==> config.mk <==
export PLATFORM = sky130hd
export DESIGN_NAME = cache_mem_ctrl
export DESIGN_NICKNAME = d
export VERILOG_FILES = /design/src/rtl/cache_pkg.sv /design/src/rtl/cache_word_sel.sv /design/src/rtl/cache_mem_ctrl.sv
export SDC_FILE = /design/constraint.sdc
export NUM_CORES = 1
export LEC_CHECK = 0
export ABC_AREA = 1
export BUFFER_PORTS_ARGS = -buffer_cell sky130_fd_sc_hd__buf_2
export CORE_AREA = 4 4 272 274
export DETAILED_ROUTE_END_ITERATION = 10
export DIE_AREA = 0 0 276 278
export GPL_TIMING_DRIVEN = 0
export SLEW_MARGIN = 5
export SYNTH_ARGS = -nofsm -noshare
export SYNTH_HDL_FRONTEND = slang
export SYNTH_SLANG_ARGS = --single-unit
==> constraint.sdc <==
create_clock -name clk -period 1.4 [get_ports clk]
set_input_delay 0.07 -clock clk [delete_from_list [all_inputs] [get_ports clk]]
set_output_delay 0.07 -clock clk [all_outputs]
set_load 0.1 [all_outputs]
==> src/rtl/cache_pkg.sv <==
// Shared types and helpers for the cache memory-side controller.
// Latency: n/a (types, constants and pure functions only).
// Backpressure: n/a.
package cache_pkg;

    localparam int LINE_W  = 128;
    localparam int WORD_W  = 32;
    localparam int LADDR_W = 23;
    localparam int PADDR_W = LADDR_W + 2;

    typedef enum logic [2:0] {
        IDLE,
        COMPARE,
        WB,
        FILL_REQ,
        FILL_WAIT,
        FILL_WR,
        REPLAY
    } state_t;

    // Processor word address.
    // The offset field selects the word within the line.
    // The line field holds {tag, index}.
    typedef struct packed {
        logic [LADDR_W-1:0] line;
        logic [1:0]         offset;
    } paddr_t;

    // Set index: the low idx_w bits of the line address.
    function automatic logic [LADDR_W-1:0] line_index(input logic [LADDR_W-1:0] line,
                                                      input int idx_w);
        logic [LADDR_W-1:0] mask;
        mask = (LADDR_W'(1) << idx_w) - LADDR_W'(1);
        return line & mask;
    endfunction

    // Tag: the line address bits above the index.
    function automatic logic [LADDR_W-1:0] line_tag(input logic [LADDR_W-1:0] line,
                                                    input int idx_w);
        return line >> idx_w;
    endfunction

endpackage

==> src/rtl/cache_word_sel.sv <==
// Word select: picks one 32-bit word from a 128-bit line and decodes the offset to a one-hot word enable.
// Latency: combinational.
// Backpressure: none.
// Ports: line (set line in), offset (word offset in), word (selected word out), word_en (one-hot lane out).
module cache_word_sel
    import cache_pkg::*;
(
    input  logic [LINE_W-1:0] line,
    input  logic [1:0]        offset,
    output logic [WORD_W-1:0] word,
    output logic [3:0]        word_en
);

    always_comb begin
        word    = line[offset*WORD_W +: WORD_W];
        word_en = 4'b0001 << offset;
    end

endmodule

==> src/rtl/cache_mem_ctrl.sv <==
// Memory-side controller for one cache_set.
//   Serves read and write hits from the set.
//   Writes back dirty victims, refills the line, then replays the access.
// Latency: a hit completes one cycle after the request is sampled.
//   A clean miss takes 4 cycles plus the memory latency.
//   A dirty miss adds the write-back handshake.
// Backpressure: p_waitrequest is high except in the completing cycle.
//   Memory requests are held until m_waitrequest is low.
// Ports:
//   p_*      processor request/response.
//   entry, o_tag, writedata, byte_en, word_en, write, read_miss
//            drive the set.
//   readdata, wb_addr, hit, modify, miss, valid
//            set status.
//   m_*      external memory bus.
module cache_mem_ctrl
    import cache_pkg::*;
#(
    parameter int cache_entry = 14
) (
    input  logic                           clk,
    input  logic                           rst_n,
    input  logic [PADDR_W-1:0]             p_addr,
    input  logic                           p_read,
    input  logic                           p_write,
    input  logic [WORD_W-1:0]              p_writedata,
    input  logic [3:0]                     p_byte_en,
    output logic [WORD_W-1:0]              p_readdata,
    output logic                           p_waitrequest,
    output logic [cache_entry-1:0]         entry,
    output logic [LADDR_W-cache_entry-1:0] o_tag,
    output logic [LINE_W-1:0]              writedata,
    output logic [3:0]                     byte_en,
    output logic [3:0]                     word_en,
    output logic                           write,
    output logic                           read_miss,
    input  logic [LINE_W-1:0]              readdata,
    input  logic [LADDR_W-1:0]             wb_addr,
    input  logic                           hit,
    input  logic                           modify,
    input  logic                           miss,
    input  logic                           valid,
    output logic [LADDR_W-1:0]             m_addr,
    output logic                           m_read,
    output logic                           m_write,
    output logic [LINE_W-1:0]              m_writedata,
    input  logic [LINE_W-1:0]              m_readdata,
    input  logic                           m_readdatavalid,
    input  logic                           m_waitrequest
);

    localparam int TAG_W = LADDR_W - cache_entry;

    state_t             state_q,  state_d;
    paddr_t             addr_q,   addr_d;
    logic               op_wr_q,  op_wr_d;
    logic [WORD_W-1:0]  wdata_q,  wdata_d;
    logic [3:0]         be_q,     be_d;
    logic [LINE_W-1:0]  wb_q,     wb_d;
    logic [LADDR_W-1:0] wbaddr_q, wbaddr_d;
    logic [LINE_W-1:0]  fill_q,   fill_d;

    paddr_t             req_p;
    logic [WORD_W-1:0]  sel_word;
    logic [3:0]         sel_en;

    assign req_p = p_addr;

    // In IDLE the set is addressed straight from the processor port.
    // This lets the tag lookup overlap the capture cycle.
    // Everywhere else the captured request drives the set.
    assign entry = (state_q == IDLE) ? cache_entry'(line_index(req_p.line, cache_entry))
                                     : cache_entry'(line_index(addr_q.line, cache_entry));
    assign o_tag = (state_q == IDLE) ? TAG_W'(line_tag(req_p.line, cache_entry))
                                     : TAG_W'(line_tag(addr_q.line, cache_entry));

    cache_word_sel u_word_sel (
        .line    (readdata),
        .offset  (addr_q.offset),
        .word    (sel_word),
        .word_en (sel_en)
    );

    always_comb begin
        state_d       = state_q;
        addr_d        = addr_q;
        op_wr_d       = op_wr_q;
        wdata_d       = wdata_q;
        be_d          = be_q;
        wb_d          = wb_q;
        wbaddr_d      = wbaddr_q;
        fill_d        = fill_q;

        p_readdata    = sel_word;
        p_waitrequest = 1'b1;
        writedata     = {4{wdata_q}};
        word_en       = sel_en;
        byte_en       = be_q;
        write         = 1'b0;
        read_miss     = 1'b0;
        m_addr        = addr_q.line;
        m_read        = 1'b0;
        m_write       = 1'b0;
        m_writedata   = wb_q;

        case (state_q)
            IDLE: begin
                if (p_read || p_write) begin
                    addr_d  = req_p;
                    op_wr_d = p_write;  // a simultaneous read+write is taken as a write
                    wdata_d = p_writedata;
                    be_d    = p_byte_en;
                    state_d = COMPARE;
                end
            end
            COMPARE: begin
                if (hit) begin
                    p_waitrequest = 1'b0;
                    write         = op_wr_q;
                    state_d       = IDLE;
                end else if (miss && valid && modify) begin
                    // Dirty victim: snapshot it now.
                    // The refill will overwrite the line in the set.
                    wb_d     = readdata;
                    wbaddr_d = wb_addr;
                    state_d  = WB;
                end else begin
                    state_d = FILL_REQ;
                end
            end
            WB: begin
                m_write = 1'b1;
                m_addr  = wbaddr_q;
                if (!m_waitrequest) begin
                    state_d = FILL_REQ;
                end
            end
            FILL_REQ: begin
                m_read = 1'b1;
                if (!m_waitrequest) begin
                    state_d = FILL_WAIT;
                end
            end
            FILL_WAIT: begin
                if (m_readdatavalid) begin
                    fill_d  = m_readdata;
                    state_d = FILL_WR;
                end
            end
            FILL_WR: begin
                write     = 1'b1;
                read_miss = 1'b1;
                writedata = fill_q;
                word_en   = 4'hF;
                byte_en   = 4'hF;
                state_d   = REPLAY;
            end
            REPLAY: begin
                // The set reads the entry at this edge.
                // COMPARE then sees the freshly written tag and hits.
                state_d = COMPARE;
            end
            default: begin
                state_d = IDLE;
            end
        endcase
    end

    always_ff @(posedge clk or negedge rst_n) begin
        if (!rst_n) begin
            state_q  <= IDLE;
            addr_q   <= '0;
            op_wr_q  <= 1'b0;
            wdata_q  <= '0;
            be_q     <= '0;
            wb_q     <= '0;
            wbaddr_q <= '0;
            fill_q   <= '0;
        end else begin
            state_q  <= state_d;
            addr_q   <= addr_d;
            op_wr_q  <= op_wr_d;
            wdata_q  <= wdata_d;
            be_q     <= be_d;
            wb_q     <= wb_d;
            wbaddr_q <= wbaddr_d;
            fill_q   <= fill_d;
        end
    end

endmodule
After elaboration in Yosys (flattened, before gate mapping). Index checks and enable logic that the tools add are counted.

Register bits: 344. Input port bits: 350. Output and inout port bits: 347. Logic and storage cells: 50.

Equal/unequal tests: 10. Shift-type cells: 2. Mux-type cells: 20. Bitwise logic cells: 1. Reductions and logical operators: 8.

Operators with widths (count): 128-bit two-way mux (1); 128-bit by 8-bit variable part select with 32-bit output (1); 23-bit two-way mux (1); 3-bit one-hot mux with 7 select lines (1); 14-bit two-way mux (1); 3-bit two-way mux (4); 3-bit equality test (second input constant) (3); 9-bit two-way mux (1); 4-bit two-way mux (2); 1-bit two-way mux (7); 3-bit by 2-bit equality test with 1-bit output (second input constant) (2); 2-bit inequality test (second input constant) (3); 2-bit AND reduction (2); 4-bit AND reduction (1); 1-bit by 2-bit left shift with 4-bit output (first input constant) (1); 3-bit by 1-bit equality test with 1-bit output (second input constant) (1); 3-bit logical NOT (1); 3-bit AND reduction (1); 1-bit logical AND (2); 2-bit two-way mux (1); 2-bit by 1-bit inequality test with 1-bit output (second input constant) (1); 1-bit one-hot mux with 2 select lines (1); 1-bit logical OR (1); 1-bit NOT (1).

Longest topological paths before layout.
Depth after elaboration: 5. Depth in mapped cells: 8. Gate-level depth less buffers: 6.

Cells and area by module. From an unflattened synthesis, not the netlist that was laid out.

Cell total of the unflattened synthesis: 2257. Area total of the unflattened synthesis: 16583.4 um^2.

By module, submodules not included: cache_mem_ctrl (instances 1, cells an instance 1940, area each 15310.9 um^2, seq. area each 8608.3 um^2); cache_word_sel (instances 1, cells an instance 317, area each 1272.5 um^2, seq. area each 0.0 um^2).

Worst setup path after synthesis. Ideal clock, no wire load.

Kind: flip-flop to output port. Start: register state_q[0]. End: output entry[10]. Arrival time: 2.938 ns. Slack: -1.608 ns. Stages on the path, launching flop included: 5. Buffers on the path: 1. Cells stage by stage: dfrtp_1 -> nor2_4 -> nand2_1 -> clkbuf_1 -> o21ai_0.

Cells in the longest elaborated chain, start to end: 2.

RTL lines: from (decl) (RTL line cache_mem_ctrl.sv:54) `state_t state_q, state_d;`; from (signal assigned) (RTL line cache_mem_ctrl.sv:180) `state_q <= state_d;`; 3-bit logical NOT (RTL line cache_mem_ctrl.sv:72) `assign entry = (state_q == IDLE) ? cache_entry'(line_index(req_p.line, cache_entry))`; 14-bit two-way mux (RTL line cache_mem_ctrl.sv:72); to (decl) (RTL line cache_mem_ctrl.sv:30) `output logic [cache_entry-1:0] entry,`.

Every way passes these cells.

Worst setup path in the final report.
Start: register state_q[1]. End: output writedata[35].

Cells in the longest elaborated chain, start to end: 2.

RTL lines: 3-bit equality test (RTL line cache_mem_ctrl.sv:106) `case (state_q)`; 128-bit two-way mux (RTL line cache_mem_ctrl.sv:106); to (decl) (RTL line cache_mem_ctrl.sv:32) `output logic [LINE_W-1:0] writedata,`.

Every way passes these cells.

==> flow_summary.ini <==
[outcome]
run_status = complete, but fails checks
violations = negative setup slack

[route]
routed_wire_length_per_instance_um = 24.52
num_vias = 20810
vias_per_cell = 4.877
dr.first_iter.drc_count = 1410
postRouteAntennaNets = 0
drtPass1Iterations = 5
drt_drc_violations_left = 0
routed_wirelength_um = 104600

[clocking]
cts_tree = built
cts_inserted_buffers = 42
cts.path.max_buffers = 3
path_clk_slew_ps = 60
cts.sink_count = 344
cts-root-buf = sky130_fd_sc_hd__clkbuf_16
cts_htree_levels = 2
clk-insertion-delay-late_ps = 580

[timing]
finalMaxSlewViolations = 0
worst_pin_slew_ps = 878.9
setup_viol = 689
timing.fmax_mhz = 445.7
slew_headroom_pct = 41.41
post-route-period-util_pct = 160.3
final-hold-violation-count = 0
period_needed_ps = 2244
grt_setup_unrepaired = true
worst_clock_skew_ps = 24.13
worst_slack_ps = -843.5

[cells_and_area]
drive_gt1_share_pct = 44.78
layout-area-overhead-vs-synth_pct = 120.2
layout.cells.most_common = sky130_fd_sc_hd__nand2_1
final_core_density_pct = 49.06
most_frequent_cells_in_the_layout = sky130_fd_sc_hd__nand2_1, sky130_fd_sc_hd__buf_2, sky130_fd_sc_hd__dlygate4sd3_1
post_layout_nets = 3622
final-instance-count-excl-fill = 4267

[setup_path]
path_max_fanout = 12
critical_path_cell_count = 8
cp-startpoint = state_q[1]
timing.critical_path.cells = inv_2 -> nand2_4 -> nor2_4 -> buf_12 -> inv_16 -> nand2_2 -> nand2_1 -> buf_6
required_ps = 1330
worst_path_max_stage_delay_ps = 430
cpLargestDelayFamily = simple AND/OR/NAND/NOR gates
setup.worst_path.start_class = flip-flop
reg2reg_setup_slack_ps = -620
timing.setup.critical_path_class = reg -> out
crit_arrival_ps = 2170
worstRegToRegCells = 10
crit_buf_inv = 4
crit_slowest_cell = sky130_fd_sc_hd__dfrtp_2
worst_r2r_endpoint = fill_q[126]
worst_r2r_startpoint = state_q[1]
crit_path_end_kind = output port

[placement]
place.gp.congestion = 0.9260
hpwlAfterDp_um = 69260
place.port_buffers = 696
placed_instances = 3730

[floorplanning]
die_h_um = 278
std_cell_rows = 98
floorplan.initialDensity_pct = 22.28
design.die.area_mm2 = 0.07673
floorplan.io_pins = 697
core-area_mm2 = 0.07136
die_width_um = 276

[logic_synthesis]
synth_cell_type_count = 18
ys_seq_elements = 344
syn_nets = 2431
synth_cells = 2081
synth.cell_area_mm2 = 0.01590
syn_avg_cell_area_um2 = 7.640
synth_seq_area_share_pct = 54.14
warnings_from_yosys = 0

[grt]
number_of_antenna_violations_at_the_first_check_in_global_routing = 20
grt_start_max_net_pins = 106
grt_overflow_total = 0
track_usage_pct = 24.97
grt_first_pass_wirelength_um = 144900
grt_pass1_vias = 21820

[run]
max_cap_viol_count = 0

[hold_path]
hold_class = in -> async
## sequential cells by signal (all words and copies together), names as in the netlist
register     cells
addr_q          25
be_q             4
fill_q         128
state_q          3
op_wr_q          1
wbaddr_q        23
wdata_q         32
m_writedata    128
## synthesized netlist by cell type, drive strengths merged
library cell | number | area (um2)
a21oi | 3 | 15.01
nand3 | 129 | 645.6
inv | 231 | 867.1
dfrtp | 344 | 8608
clkbuf | 30 | 113.9
o2111ai | 32 | 280.3
buf | 95 | 462.9
o21bai | 1 | 7.510
o21ai | 247 | 1236
nor2 | 13 | 63.81
or2 | 4 | 25.02
nand2 | 952 | 3573
## per-layer routing
| metal | global-route usage [%] | wire [um] | up-vias |
|---|---|---|---|
| met1 | 25.75 | 34740 | 10110 |
| met3 | 6.350 | 8139 | 414 |
| met4 | 15.90 | 8881 | 8 |
| met5 | 0 | 57 | - |
| li1 | - | - | 8898 |
| met2 | 45.19 | 52830 | 1386 |
## final cells by class
class                           instances  area [um2]
Buffer                                123        1411
Multi-Input combinational cell       1381        9582
Clock inverter                         14       245.2
Inverter                              231       907.1
Antenna cell                           14       35.03
Timing Repair Buffer                 1149       11830
Clock buffer                           61        1192
Fill cell                            6035       36360
Sequential cell                       344        8615
Tap cell                              950        1189
## through the flow
stage          hold WS, ps  setup TNS, ps  worst slack [ps]  area [um2]
6_report             15.34        -303090            -843.5       35010
3_3_place_gp         305.4       -2749560             -7761       22380
3_5_place_dp         31.37        -335000             -1400       22470
2_1_floorplan       -225.6         -50910            -477.8       17710
5_1_grt              8.772        -346330            -900.2       35000
4_1_cts             -28.04        -350490            -904.8       32940
## worst max path at each step
stage | to | slack [ps]
final | writedata[35] | -840
after global routing | writedata[88] | -900
after CTS | writedata[26] | -900
after detailed placement | writedata[94] | -1400
after global placement | addr_q[1] | -7760
after floorplan | writedata[58] | -480
## kinds of logic after synthesis
kind of cell	count (synthesis)	synth area share, %
AO/OA/AOI/OAI	283	9.680
buffers and inverters	356	9.082
flip-flops	344	54.14
AND/OR/NAND/NOR	1098	27.10
## timing repair
action	in CTS	in global routing
pin swaps	52	42
endpoints found under the setup margin	689	691
gates cloned	13	18
gates resized for setup	1303	398
hold buffers	345	0
hold endpoints to repair	688	0
setup buffers	47	30
Power is left out: the tool's default activity adds up to more than one toggle a clock period on the data nets, which glitch-free logic cannot reach.
